### src/rtl/pipe_pkg.sv
// Shared types and defaults for the pipeline sequencer: state encoding,
// the control-bundle struct and the canned control patterns.
package pipe_pkg;

  localparam int unsigned REG_ADDR_W   = 5;
  localparam int unsigned CNT_W        = 16;
  localparam int unsigned DRAIN_CYCLES = 3;

  typedef enum logic [1:0] {
    ST_IDLE  = 2'd0,
    ST_RUN   = 2'd1,
    ST_DRAIN = 2'd2
  } state_e;

  typedef struct packed {
    logic pc_load;
    logic ifid_load;
    logic idex_load;
    logic exmem_load;
    logic memwb_load;
    logic ifid_clear;
    logic idex_clear;
    logic exmem_clear;
    logic memwb_clear;
  } pipe_ctl_t;

  // Everything held in reset, nothing loads.
  localparam pipe_ctl_t CTL_IDLE = '{
    pc_load: 1'b0, ifid_load: 1'b0, idex_load: 1'b0, exmem_load: 1'b0,
    memwb_load: 1'b0, ifid_clear: 1'b1, idex_clear: 1'b1, exmem_clear: 1'b1,
    memwb_clear: 1'b1
  };

  localparam pipe_ctl_t CTL_ADVANCE = '{
    pc_load: 1'b1, ifid_load: 1'b1, idex_load: 1'b1, exmem_load: 1'b1,
    memwb_load: 1'b1, ifid_clear: 1'b0, idex_clear: 1'b0, exmem_clear: 1'b0,
    memwb_clear: 1'b0
  };

  // Memory stall: hold every stage, push a bubble into WB.
  localparam pipe_ctl_t CTL_FREEZE = '{
    pc_load: 1'b0, ifid_load: 1'b0, idex_load: 1'b0, exmem_load: 1'b0,
    memwb_load: 1'b0, ifid_clear: 1'b0, idex_clear: 1'b0, exmem_clear: 1'b0,
    memwb_clear: 1'b1
  };

endpackage

### src/rtl/pipe_ctrl_if.sv
// Control/status bundle between the pipeline datapath and pipe_ctrl.
interface pipe_ctrl_if #(
  parameter int unsigned RegAddrW = pipe_pkg::REG_ADDR_W,
  parameter int unsigned CntW     = pipe_pkg::CNT_W
);

  logic                start;
  logic                halt;
  logic [RegAddrW-1:0] id_rs;
  logic [RegAddrW-1:0] id_rt;
  logic                id_uses_rt;
  logic                ex_mem_read;
  logic [RegAddrW-1:0] ex_rd;
  logic                ex_branch_taken;
  logic                mem_busy;

  logic                pc_load;
  logic                ifid_load;
  logic                idex_load;
  logic                exmem_load;
  logic                memwb_load;
  logic                ifid_clear;
  logic                idex_clear;
  logic                exmem_clear;
  logic                memwb_clear;
  logic                running;
  logic                done;
  logic [CntW-1:0]     stall_cnt;
  logic [CntW-1:0]     flush_cnt;

  modport master (
    output start, halt, id_rs, id_rt, id_uses_rt, ex_mem_read, ex_rd,
           ex_branch_taken, mem_busy,
    input  pc_load, ifid_load, idex_load, exmem_load, memwb_load,
           ifid_clear, idex_clear, exmem_clear, memwb_clear,
           running, done, stall_cnt, flush_cnt
  );

  modport slave (
    input  start, halt, id_rs, id_rt, id_uses_rt, ex_mem_read, ex_rd,
           ex_branch_taken, mem_busy,
    output pc_load, ifid_load, idex_load, exmem_load, memwb_load,
           ifid_clear, idex_clear, exmem_clear, memwb_clear,
           running, done, stall_cnt, flush_cnt
  );

endinterface

### src/rtl/sat_counter.sv
// Up-counter that sticks at all-ones; synchronous clear wins over increment.
module sat_counter #(
  parameter int unsigned CntW = 16
) (
  input  logic            clk,
  input  logic            rst_n,
  input  logic            clr_i,
  input  logic            inc_i,
  output logic [CntW-1:0] cnt_o
);

  logic [CntW-1:0] cnt_q;
  logic [CntW-1:0] cnt_d;

  always_comb begin
    cnt_d = cnt_q;
    if (clr_i) begin
      cnt_d = '0;
    end else if (inc_i && (cnt_q != {CntW{1'b1}})) begin
      cnt_d = cnt_q + CntW'(1);
    end
  end

  always_ff @(posedge clk or negedge rst_n) begin
    if (!rst_n) begin
      cnt_q <= '0;
    end else begin
      cnt_q <= cnt_d;
    end
  end

  assign cnt_o = cnt_q;

endmodule

### src/rtl/pipe_ctrl.sv
// Pipeline sequencer: start/halt/drain FSM plus stall, flush and freeze
// control of the PC and inter-stage registers, with statistics counters.
module pipe_ctrl
  import pipe_pkg::*;
#(
  parameter int unsigned RegAddrW    = REG_ADDR_W,
  parameter int unsigned CntW        = CNT_W,
  parameter int unsigned DrainCycles = DRAIN_CYCLES
) (
  input logic         clock,
  input logic         clear_n,
  pipe_ctrl_if.slave  bus
);

  localparam int unsigned DrainW = (DrainCycles > 1) ? $clog2(DrainCycles) : 1;
  localparam logic [DrainW-1:0] DrainInit = DrainW'(DrainCycles - 1);

  state_e            state_q;
  state_e            state_d;
  logic [DrainW-1:0] drain_q;
  logic [DrainW-1:0] drain_d;
  logic              done_q;
  logic              done_d;
  pipe_ctl_t         ctl;
  logic              hazard;
  logic              stall_inc;
  logic              flush_inc;
  logic              cnt_clr;
  logic [CntW-1:0]   stall_cnt;
  logic [CntW-1:0]   flush_cnt;

  // Load in EX feeding a source of the instruction in ID; r0 never hazards.
  assign hazard = bus.ex_mem_read && (bus.ex_rd != RegAddrW'(0)) &&
                  ((bus.ex_rd == bus.id_rs) ||
                   (bus.id_uses_rt && (bus.ex_rd == bus.id_rt)));

  always_comb begin
    state_d   = state_q;
    drain_d   = drain_q;
    done_d    = 1'b0;
    ctl       = CTL_IDLE;
    stall_inc = 1'b0;
    flush_inc = 1'b0;
    cnt_clr   = 1'b0;
    case (state_q)
      ST_IDLE: begin
        if (bus.start) begin
          state_d = ST_RUN;
          cnt_clr = 1'b1;
        end
      end
      ST_RUN: begin
        if (bus.mem_busy) begin
          ctl       = CTL_FREEZE;
          stall_inc = 1'b1;
        end else if (bus.halt) begin
          ctl            = CTL_ADVANCE;
          ctl.pc_load    = 1'b0;
          ctl.ifid_load  = 1'b0;
          ctl.ifid_clear = 1'b1;
          state_d        = ST_DRAIN;
          drain_d        = DrainInit;
        end else if (bus.ex_branch_taken) begin
          ctl            = '0;
          ctl.pc_load    = 1'b1;
          ctl.ifid_clear = 1'b1;
          ctl.idex_clear = 1'b1;
          ctl.exmem_load = 1'b1;
          ctl.memwb_load = 1'b1;
          flush_inc      = 1'b1;
        end else if (hazard) begin
          ctl            = '0;
          ctl.idex_clear = 1'b1;
          ctl.exmem_load = 1'b1;
          ctl.memwb_load = 1'b1;
          stall_inc      = 1'b1;
        end else begin
          ctl = CTL_ADVANCE;
        end
      end
      ST_DRAIN: begin
        if (bus.mem_busy) begin
          ctl            = CTL_FREEZE;
          ctl.ifid_clear = 1'b1;
          stall_inc      = 1'b1;
        end else begin
          ctl            = '0;
          ctl.ifid_clear = 1'b1;
          ctl.exmem_load = 1'b1;
          ctl.memwb_load = 1'b1;
          if (bus.ex_branch_taken) begin
            ctl.idex_clear = 1'b1;
            flush_inc      = 1'b1;
          end else begin
            ctl.idex_load = 1'b1;
          end
          if (drain_q == DrainW'(0)) begin
            state_d = ST_IDLE;
            done_d  = 1'b1;
          end else begin
            drain_d = drain_q - DrainW'(1);
          end
        end
      end
      default: begin
        state_d = ST_IDLE;
      end
    endcase
  end

  always_ff @(posedge clock or negedge clear_n) begin
    if (!clear_n) begin
      state_q <= ST_IDLE;
      drain_q <= '0;
      done_q  <= 1'b0;
    end else begin
      state_q <= state_d;
      drain_q <= drain_d;
      done_q  <= done_d;
    end
  end

  sat_counter #(.CntW(CntW)) u_stall_cnt (
    .clk   (clock),
    .rst_n (clear_n),
    .clr_i (cnt_clr),
    .inc_i (stall_inc),
    .cnt_o (stall_cnt)
  );

  sat_counter #(.CntW(CntW)) u_flush_cnt (
    .clk   (clock),
    .rst_n (clear_n),
    .clr_i (cnt_clr),
    .inc_i (flush_inc),
    .cnt_o (flush_cnt)
  );

  assign bus.pc_load     = ctl.pc_load;
  assign bus.ifid_load   = ctl.ifid_load;
  assign bus.idex_load   = ctl.idex_load;
  assign bus.exmem_load  = ctl.exmem_load;
  assign bus.memwb_load  = ctl.memwb_load;
  assign bus.ifid_clear  = ctl.ifid_clear;
  assign bus.idex_clear  = ctl.idex_clear;
  assign bus.exmem_clear = ctl.exmem_clear;
  assign bus.memwb_clear = ctl.memwb_clear;
  assign bus.running     = (state_q == ST_RUN) || (state_q == ST_DRAIN);
  assign bus.done        = done_q;
  assign bus.stall_cnt   = stall_cnt;
  assign bus.flush_cnt   = flush_cnt;

endmodule

### src/flat_wrapper.sv
// flat-port wrapper written by rule: the top's interface ports become plain ports
module pipe_ctrl_flat import pipe_pkg::*;
#(
  parameter int unsigned RegAddrW    = REG_ADDR_W,
  parameter int unsigned CntW        = CNT_W,
  parameter int unsigned DrainCycles = DRAIN_CYCLES
)
  (clock, clear_n, bus_start, bus_halt, bus_id_rs, bus_id_rt, bus_id_uses_rt, bus_ex_mem_read, bus_ex_rd, bus_ex_branch_taken, bus_mem_busy, bus_pc_load, bus_ifid_load, bus_idex_load, bus_exmem_load, bus_memwb_load, bus_ifid_clear, bus_idex_clear, bus_exmem_clear, bus_memwb_clear, bus_running, bus_done, bus_stall_cnt, bus_flush_cnt);
  pipe_ctrl_if #(.RegAddrW(RegAddrW), .CntW(CntW)) bus_i ();
  input logic clock;
  input logic clear_n;
  input wire logic [$bits(bus_i.start)-1:0] bus_start;
  input wire logic [$bits(bus_i.halt)-1:0] bus_halt;
  input wire logic [$bits(bus_i.id_rs)-1:0] bus_id_rs;
  input wire logic [$bits(bus_i.id_rt)-1:0] bus_id_rt;
  input wire logic [$bits(bus_i.id_uses_rt)-1:0] bus_id_uses_rt;
  input wire logic [$bits(bus_i.ex_mem_read)-1:0] bus_ex_mem_read;
  input wire logic [$bits(bus_i.ex_rd)-1:0] bus_ex_rd;
  input wire logic [$bits(bus_i.ex_branch_taken)-1:0] bus_ex_branch_taken;
  input wire logic [$bits(bus_i.mem_busy)-1:0] bus_mem_busy;
  output wire logic [$bits(bus_i.pc_load)-1:0] bus_pc_load;
  output wire logic [$bits(bus_i.ifid_load)-1:0] bus_ifid_load;
  output wire logic [$bits(bus_i.idex_load)-1:0] bus_idex_load;
  output wire logic [$bits(bus_i.exmem_load)-1:0] bus_exmem_load;
  output wire logic [$bits(bus_i.memwb_load)-1:0] bus_memwb_load;
  output wire logic [$bits(bus_i.ifid_clear)-1:0] bus_ifid_clear;
  output wire logic [$bits(bus_i.idex_clear)-1:0] bus_idex_clear;
  output wire logic [$bits(bus_i.exmem_clear)-1:0] bus_exmem_clear;
  output wire logic [$bits(bus_i.memwb_clear)-1:0] bus_memwb_clear;
  output wire logic [$bits(bus_i.running)-1:0] bus_running;
  output wire logic [$bits(bus_i.done)-1:0] bus_done;
  output wire logic [$bits(bus_i.stall_cnt)-1:0] bus_stall_cnt;
  output wire logic [$bits(bus_i.flush_cnt)-1:0] bus_flush_cnt;
  assign bus_i.start = bus_start;
  assign bus_i.halt = bus_halt;
  assign bus_i.id_rs = bus_id_rs;
  assign bus_i.id_rt = bus_id_rt;
  assign bus_i.id_uses_rt = bus_id_uses_rt;
  assign bus_i.ex_mem_read = bus_ex_mem_read;
  assign bus_i.ex_rd = bus_ex_rd;
  assign bus_i.ex_branch_taken = bus_ex_branch_taken;
  assign bus_i.mem_busy = bus_mem_busy;
  assign bus_pc_load = bus_i.pc_load;
  assign bus_ifid_load = bus_i.ifid_load;
  assign bus_idex_load = bus_i.idex_load;
  assign bus_exmem_load = bus_i.exmem_load;
  assign bus_memwb_load = bus_i.memwb_load;
  assign bus_ifid_clear = bus_i.ifid_clear;
  assign bus_idex_clear = bus_i.idex_clear;
  assign bus_exmem_clear = bus_i.exmem_clear;
  assign bus_memwb_clear = bus_i.memwb_clear;
  assign bus_running = bus_i.running;
  assign bus_done = bus_i.done;
  assign bus_stall_cnt = bus_i.stall_cnt;
  assign bus_flush_cnt = bus_i.flush_cnt;
  pipe_ctrl #(.RegAddrW(RegAddrW), .CntW(CntW), .DrainCycles(DrainCycles)) u_core (.clock(clock), .clear_n(clear_n), .bus(bus_i));
endmodule
### config.mk
export PLATFORM = sky130hd
export DESIGN_NAME = pipe_ctrl_flat
export DESIGN_NICKNAME = d
export VERILOG_FILES = /design/src/rtl/pipe_pkg.sv /design/src/rtl/pipe_ctrl_if.sv /design/src/rtl/sat_counter.sv /design/src/rtl/pipe_ctrl.sv /design/src/flat_wrapper.sv
export SDC_FILE = /design/constraint.sdc
export NUM_CORES = 1
export LEC_CHECK = 0
export BUFFER_PORTS_ARGS = -buffer_cell sky130_fd_sc_hd__buf_4
export CORE_ASPECT_RATIO = 1.4
export CORE_MARGIN = 1.5
export CORE_UTILIZATION = 48
export DETAILED_ROUTE_END_ITERATION = 8
export GPL_ROUTABILITY_DRIVEN = 1
export HOLD_SLACK_MARGIN = 0.05
export PLACE_DENSITY = 0.75
export SLEW_MARGIN = 20
export SYNTH_ARGS = -nofsm -noshare
export SYNTH_HDL_FRONTEND = slang
export SYNTH_SLANG_ARGS = --single-unit
### constraint.sdc
create_clock -name clock -period 2.66 [get_ports clock]
set_input_delay 0.665 -clock clock [delete_from_list [all_inputs] [get_ports clock]]
set_output_delay 0.665 -clock clock [all_outputs]
set_load 0.03 [all_outputs]
==> results of run 1 <==
## worst max-delay path, stage by stage
cell and delay (ns):
buf_6 0.09, or4_4 0.52, o21a_1 0.21, nand2_1 0.12, a21oi_2 0.08, o31ai_4 0.18, buf_6 0.16
## sequential cells by signal, indices dropped and copies added (netlist names)
register,count
u_core.state_q,2
u_core.u_stall_cnt.cnt_o,16
u_core.bus.done,1
u_core.u_flush_cnt.cnt_o,16
u_core.drain_q,2
## power breakdown
part	switching, mW	internal, mW	total (mW)
sequential	0.0488	0.607	0.656
clock	0.198	0.182	0.380
combinational	0.650	0.425	1.07
## final cells by class
| cell class | instances | share of cell area (%) |
|---|---|---|
| well taps | 62 | 2.49 |
| inverters | 11 | 1.33 |
| multi-input cells | 197 | 43.5 |
| repair buffers | 79 | 20.2 |
| clock buffers | 6 | 2.33 |
| clock inverters | 2 | 0.322 |
| flip-flops and latches | 37 | 29.8 |
## per-stage QoR
step                      hold slack, ns  worst slack (ns)  area, µm²  power (mW)
after floorplan                    0.369           -0.0280       2350        1.37
after global placement             0.523            -0.138       2970        1.68
after detailed placement           0.532            -0.156       2970        1.71
after CTS                          0.346           -0.0396       3090        2.11
after global routing               0.371           -0.0666       3110        2.24
final                              0.333           -0.0325       3110        2.11
## cells by family (layout without fill, tap and decap cells)
kind of cell               after synthesis  in the layout  synth area share, %
adders and majority gates                7              7                 3.78
AOI/OAI and AO/OA                       49             49                 13.0
xor gates and xnor gates                25             25                 9.45
buffers and inverters                   21             98                 4.59
DFF                                     37             37                 40.0
muxes                                    6              6                 2.70
and+or+nand+nor                        110            110                 26.5
## repair_timing
item                                    CTS  global route
setup buffers                             0             1
endpoints found under the setup margin    3             4
gates resized for setup                   9             2
pin swaps                                 2             1
## path summary, 6_finish.rpt
check / from / endpoint / slack [ns] / depth (start not counted)
worst max register to register: u_core.state_q[0]$_DFFE_PN0P_ / u_core.u_flush_cnt.cnt_o[10]$_DFFE_PN0P_ / 0.32 / 9
worst max-delay path: bus_ex_rd[0] / bus_idex_load / -0.03 / 7
min in group clock: u_core.drain_q[0]$_DFFE_PN0P_ / u_core.drain_q[0]$_DFFE_PN0P_ / 0.55 / 1
max in group asynchronous: clear_n / u_core.u_flush_cnt.cnt_o[11]$_DFFE_PN0P_ / 1.99 / 1
worst min-delay path: clear_n / u_core.u_stall_cnt.cnt_o[0]$_DFFE_PN0P_ / 0.33 / 1
worst min register to register: u_core.drain_q[0]$_DFFE_PN0P_ / u_core.drain_q[0]$_DFFE_PN0P_ / 0.55 / 1
## layer usage
metal	wire, µm	track usage (%)	up-vias
li1	-	-	1060
met3	333	4.88	5
met1	2180	23.9	1029
met5	0	0	-
met2	2800	37.5	65
met4	57	6.00	0
## placed cells by master, fill, tap and decap left out, types with 2 or more instances in the layout
cell type / count
clkbuf_8: 5
and3_1: 5
dfrtp_1: 37
buf_12: 2
mux2i_1: 4
xor2_1: 12
nand3_1: 14
buf_4: 74
o21ai_1: 8
nand4_2: 2
inv_1: 11
o21a_1: 3
nor3_1: 4
or3_1: 6
ha_1: 5
o211ai_1: 2
or3_2: 4
mux2_2: 2
nand2_1: 19
and2_1: 2
a21oi_2: 2
o21ai_0: 5
buf_6: 3
nor4_1: 3
nor4_2: 2
nand4_1: 8
o31ai_1: 4
nor2_1: 26
or4_1: 3
a21oi_1: 18
xnor2_1: 13
clkinv_2: 2
==> results_dict.tcl, run 1 <==
set metrics [dict create \
    outcome "finished, violations left" \
    violations "setup timing" \
    syn-cell-area_um2 2320 \
    cts_buffer_depth 2 \
    hold_buffers 0 \
    finClkSkew_ns 0.00530 \
    hpwl_um 3900 \
    slew_headroom_pct 68.1 \
    synthDistinctLibCells 44 \
    avgSynthCellArea_um2 9.08 \
    fill_cells 390 \
    antenna_found_initial 0 \
    routed_wirelength_um 5370 \
    clk_pin_slew_worst_paths_ns 0.07 \
    grt_remaining_overflow 0 \
    yosysTopAreaCell "dfrtp_1" \
    cap_violations 0 \
    worstSkewPairLatency_ns 0.29 \
    crit_type "input pin to output port" \
    fin_crit_sh_pct 101 \
    dp_cells 385 \
    min_period_ns 2.69 \
    syn-num-nets 285 \
    multi_input_area_um2 1350 \
    yosysWarnings 0 \
    cts_buffers 5 \
    grt_pass1_vias 2015 \
    cts_tree "built" \
    die_h_um 85.2 \
    synth-edff-count 0 \
    cp-end-kind "output port" \
    cp_max_fo 3 \
    clock-sinks 37 \
    num_rows 29 \
    tns_ns -0.0618 \
    drive_gt1_share_pct 33.7 \
    worstPathArrival_ns 2.03 \
    initial_core_util_pct 50.7 \
    ios 66 \
    post-route-util_pct 68.0 \
    antenna_cells 0 \
    hold_viol_final 0 \
    viasPerCell 5.48 \
    yosys.cell_count.top_type "dfrtp_1" \
    area_growth_pct 34.3 \
    setup_ws_ns -0.0325 \
    syn_inst 255 \
    first_pass_iters 6 \
    synthTopCellsByCount "dfrtp_1, nor2_1, a21oi_1, nand2_1, nand3_1" \
    grt_pass1_wl_um 8490 \
    vias 2159 \
    place.gp.congestion 0.756 \
    synth_seq_area_share_pct 40.0 \
    first_iter_violations 88 \
    powerDensity_nw_per_um2 679 \
    synthArstFlopShare_pct 100 \
    fin_cells 394 \
    drc 0 \
    synthFlopType "dfrtp_1" \
    regArea_um2 926 \
    rsz0062_at_grt "true" \
    synth_area_leaders "dfrtp_1, xnor2_1, xor2_1" \
    root_buffer "clkbuf_8" \
    critical_path.startpoint_type "input pin" \
    io_buffers 65 \
    die_x_um 61.7 \
    fin_nets 361 \
    setup_viol_count_final 2 \
    worstPathRequired_ns 2.00 \
    synth_top_area_share_pct 40.0 \
    drt-wirelength-per-cell_um 13.6 \
    die_area_um2 5260 \
    hp-class "input pin to asynchronous set/reset pin" \
    max_freq_ghz 0.371 \
    synth-seq-cells 37 \
    ir_drop_mv 0.553 \
    worst_pin_slew_ns 0.477 \
    grt_max_degree 38 \
    coreArea_um2 4570 \
    ant_nets 0 \
    globalRouteTotalUtil_pct 21.0 \
    finalMaxSlewViolations 0 \
    htree_levels 2 \
    power_leakage_nw 1.47 \
]
Power figures use the tool's default switching activity.
==> inputs of run 2 (changes only) <==
Settings changed: PLACE_DENSITY 0.75 to 0.74, SYNTH_HIERARCHICAL from default to 1.
==> results_dict.tcl, run 2 <==
set metrics [dict create \
    synthDistinctLibCells 49 \
    finalMaxSlewViolations 0 \
    drt-wirelength-per-cell_um 14.7 \
    worstPathRequired_ns 2.00 \
    worstPathArrival_ns 2.01 \
    layout_common_cells "buf_4, dfrtp_1, a21oi_1, nand2_1, o31ai_1" \
    fin_nets 375 \
    initial_core_util_pct 50.4 \
    routed_wirelength_um 6040 \
    syn_inst 268 \
    max_freq_ghz 0.374 \
    power_mw 2.27 \
    drc 0 \
    hp-class "input pin to asynchronous set/reset pin" \
    viasPerCell 5.95 \
    io_buffers 65 \
    vias 2438 \
    globalRouteTotalUtil_pct 22.3 \
    synth_area_leaders "dfrtp_1, a21oi_1, o31ai_1" \
    power_leakage_nw 1.52 \
    die_h_um 88.0 \
    cp_max_fo 3 \
    synth_top_area_share_pct 37.3 \
    ir_drop_mv 0.498 \
    setup_viol_count_final 1 \
    crit_chain "buf_8 -> or4_4 -> o21ai_4 -> nor2_2 -> buf_6 -> nor3_4 -> buf_6" \
    critPathTopFamily "simple AND/OR/NAND/NOR gates" \
    outcome "finished, violations left" \
    yosysTopAreaCell "dfrtp_1" \
    grt_pass1_vias 2308 \
    powerDensity_nw_per_um2 687 \
    crit_type "input pin to output port" \
    drive_gt1_share_pct 35.0 \
    grt_max_degree 41 \
    fill_cells 434 \
    min_period_ns 2.67 \
    cpPeakStageDelay_ns 0.53 \
    synth_seq_area_share_pct 37.3 \
    synthFlopType "dfrtp_1" \
    rsz0062_at_grt "true" \
    root_buffer "clkbuf_8" \
    crit_top_cell "buf_6" \
    grt_remaining_overflow 0 \
    cap_violations 0 \
    place.gp.congestion 0.811 \
    violations "setup timing" \
    first_pass_iters 4 \
    fin_crit_sh_pct 101 \
    die_x_um 63.7 \
    syn-cell-area_um2 2480 \
    layout_commonest_cell "buf_4" \
    die_area_um2 5610 \
    cts_buffer_depth 2 \
    htree_levels 2 \
    clock-sinks 37 \
    ant_nets 0 \
    avgSynthCellArea_um2 9.25 \
    yosys.cell_count.top_type "dfrtp_1" \
    clk_pin_slew_worst_paths_ns 0.07 \
    syn-num-nets 298 \
    hold_viol_final 0 \
    area_growth_pct 33.4 \
    synthArstFlopShare_pct 100 \
    finClkSkew_ns 0.00904 \
    slew_headroom_pct 65.7 \
    worstSkewPairLatency_ns 0.29 \
    hpwl_um 4280 \
    cts_buffers 5 \
    num_rows 30 \
    ios 66 \
    yosysWarnings 6 \
    critPathSlowestCell "or4_4" \
    synthTopCellsByCount "dfrtp_1, a21oi_1, nand2_1, inv_1, o31ai_1" \
    coreArea_um2 4920 \
    antenna_found_initial 0 \
    cp-end-kind "output port" \
    first_iter_violations 169 \
    synth-edff-count 0 \
    worst_pin_slew_ns 0.515 \
    synth-seq-cells 37 \
    crit_buf_inv 3 \
    antenna_cells 0 \
    hold_buffers 0 \
    cts_tree "built" \
    tns_ns -0.0137 \
    critical_path.startpoint_type "input pin" \
    setup_ws_ns -0.0137 \
    grt_pass1_wl_um 10100 \
]
==> run 2: changes by cell type in the layout (fill, tap and decap cells not counted), moves of 4 or more <==
cell,previous run,this run
a21oi_1,18,23
and4_2,0,4
mux2_1,0,8
nand2_1,19,15
nand3_1,14,7
nand4_1,8,12
nor2_1,26,13
nor2b_1,1,9
nor4_1,3,11
o31ai_1,4,14
or4_1,3,10
xnor2_1,13,1
==> run 2: timing repair <==
item / CTS / global route
hold endpoints to repair: 0 / 0
pin swaps: 6 / 8
resized for setup: 3 / 10
endpoints found under the setup margin: 2 / 6
buffers inserted: 0 / 1
==> run 2: worst paths after layout <==
check                                               from                                 endpoint  slack (ns)  depth (start not counted)
hold / removal                                   clear_n  u_core/u_flush_cnt/cnt_o[2]$_DFFE_PN0P_        0.32                          1
setup reg to reg           u_core/state_q[1]$_DFFE_PN0P_  u_core/u_flush_cnt/cnt_o[6]$_DFFE_PN0P_        0.27                          9
min in group clock         u_core/drain_q[0]$_DFFE_PN0P_            u_core/drain_q[0]$_DFFE_PN0P_        0.55                          1
setup / recovery                            bus_ex_rd[4]                            bus_ifid_load       -0.01                          7
max in group asynchronous                        clear_n  u_core/u_stall_cnt/cnt_o[4]$_DFFE_PN0P_        2.00                          1
hold reg to reg            u_core/drain_q[0]$_DFFE_PN0P_            u_core/drain_q[0]$_DFFE_PN0P_        0.55                          1
==> run 2: logic make-up after synthesis <==
group	count (synthesis)	synth area share, %
simple gates	112	28.5
compound gates	64	17.3
xor+xnor	10	3.53
fa+ha+maj	7	3.53
flops	37	37.3
buf+inv	27	4.89
mux	11	4.94
==> run 2: worst reg2reg max path, cell delays in order, from the launching register on <==
cell,delay [ns]
dfrtp_1,0.37
inv_1,0.08
ha_2,0.33
inv_1,0.07
nor2_1,0.14
o211a_1,0.20
inv_1,0.23
buf_4,0.24
or4_1,0.50
a21oi_1,0.15
==> run 2: power breakdown <==
part	internal, mW	switching [mW]	total [mW]
combinational	0.437	0.668	1.11
sequential	0.610	0.0460	0.656
clock	0.305	0.206	0.511
total	1.35	0.920	2.27
==> run 2: through the flow <==
stage	setup WS [ns]	cells	hold slack (ns)	util [%]	area (µm²)
after floorplan	-0.0936	268	0.369	-	2500
after CTS	0.00256	409	0.339	66.3	3260
after global placement	-0.0779	401	0.517	63.4	3120
after detailed placement	-0.107	401	0.529	63.4	3120
after global routing	-0.0570	410	0.359	67.3	3310
final	-0.0137	410	0.320	67.3	3310
==> run 2: final cells by class <==
| class | count | area (µm²) | area share, % |
|---|---|---|---|
| clock buffers | 6 | 82.6 | 2.50 |
| clock inverters | 2 | 37.5 | 1.14 |
| inverters | 14 | 52.6 | 1.59 |
| multi-input cells | 204 | 1470 | 44.5 |
| flip-flops and latches | 37 | 926 | 28.0 |
| well taps | 64 | 80.1 | 2.42 |
| repair buffers | 83 | 657 | 19.9 |
==> run 2: layer usage <==
| layer | GRT usage (%) | part of all wire, % | vias to the layer above |
|---|---|---|---|
| li1 | - | - | 1175 |
| met5 | 0 | 0 | - |
| met1 | 26.2 | 40 | 1187 |
| met4 | 8.30 | 1.3 | 0 |
| met3 | 3.47 | 4.1 | 7 |
| met2 | 40.8 | 55 | 69 |
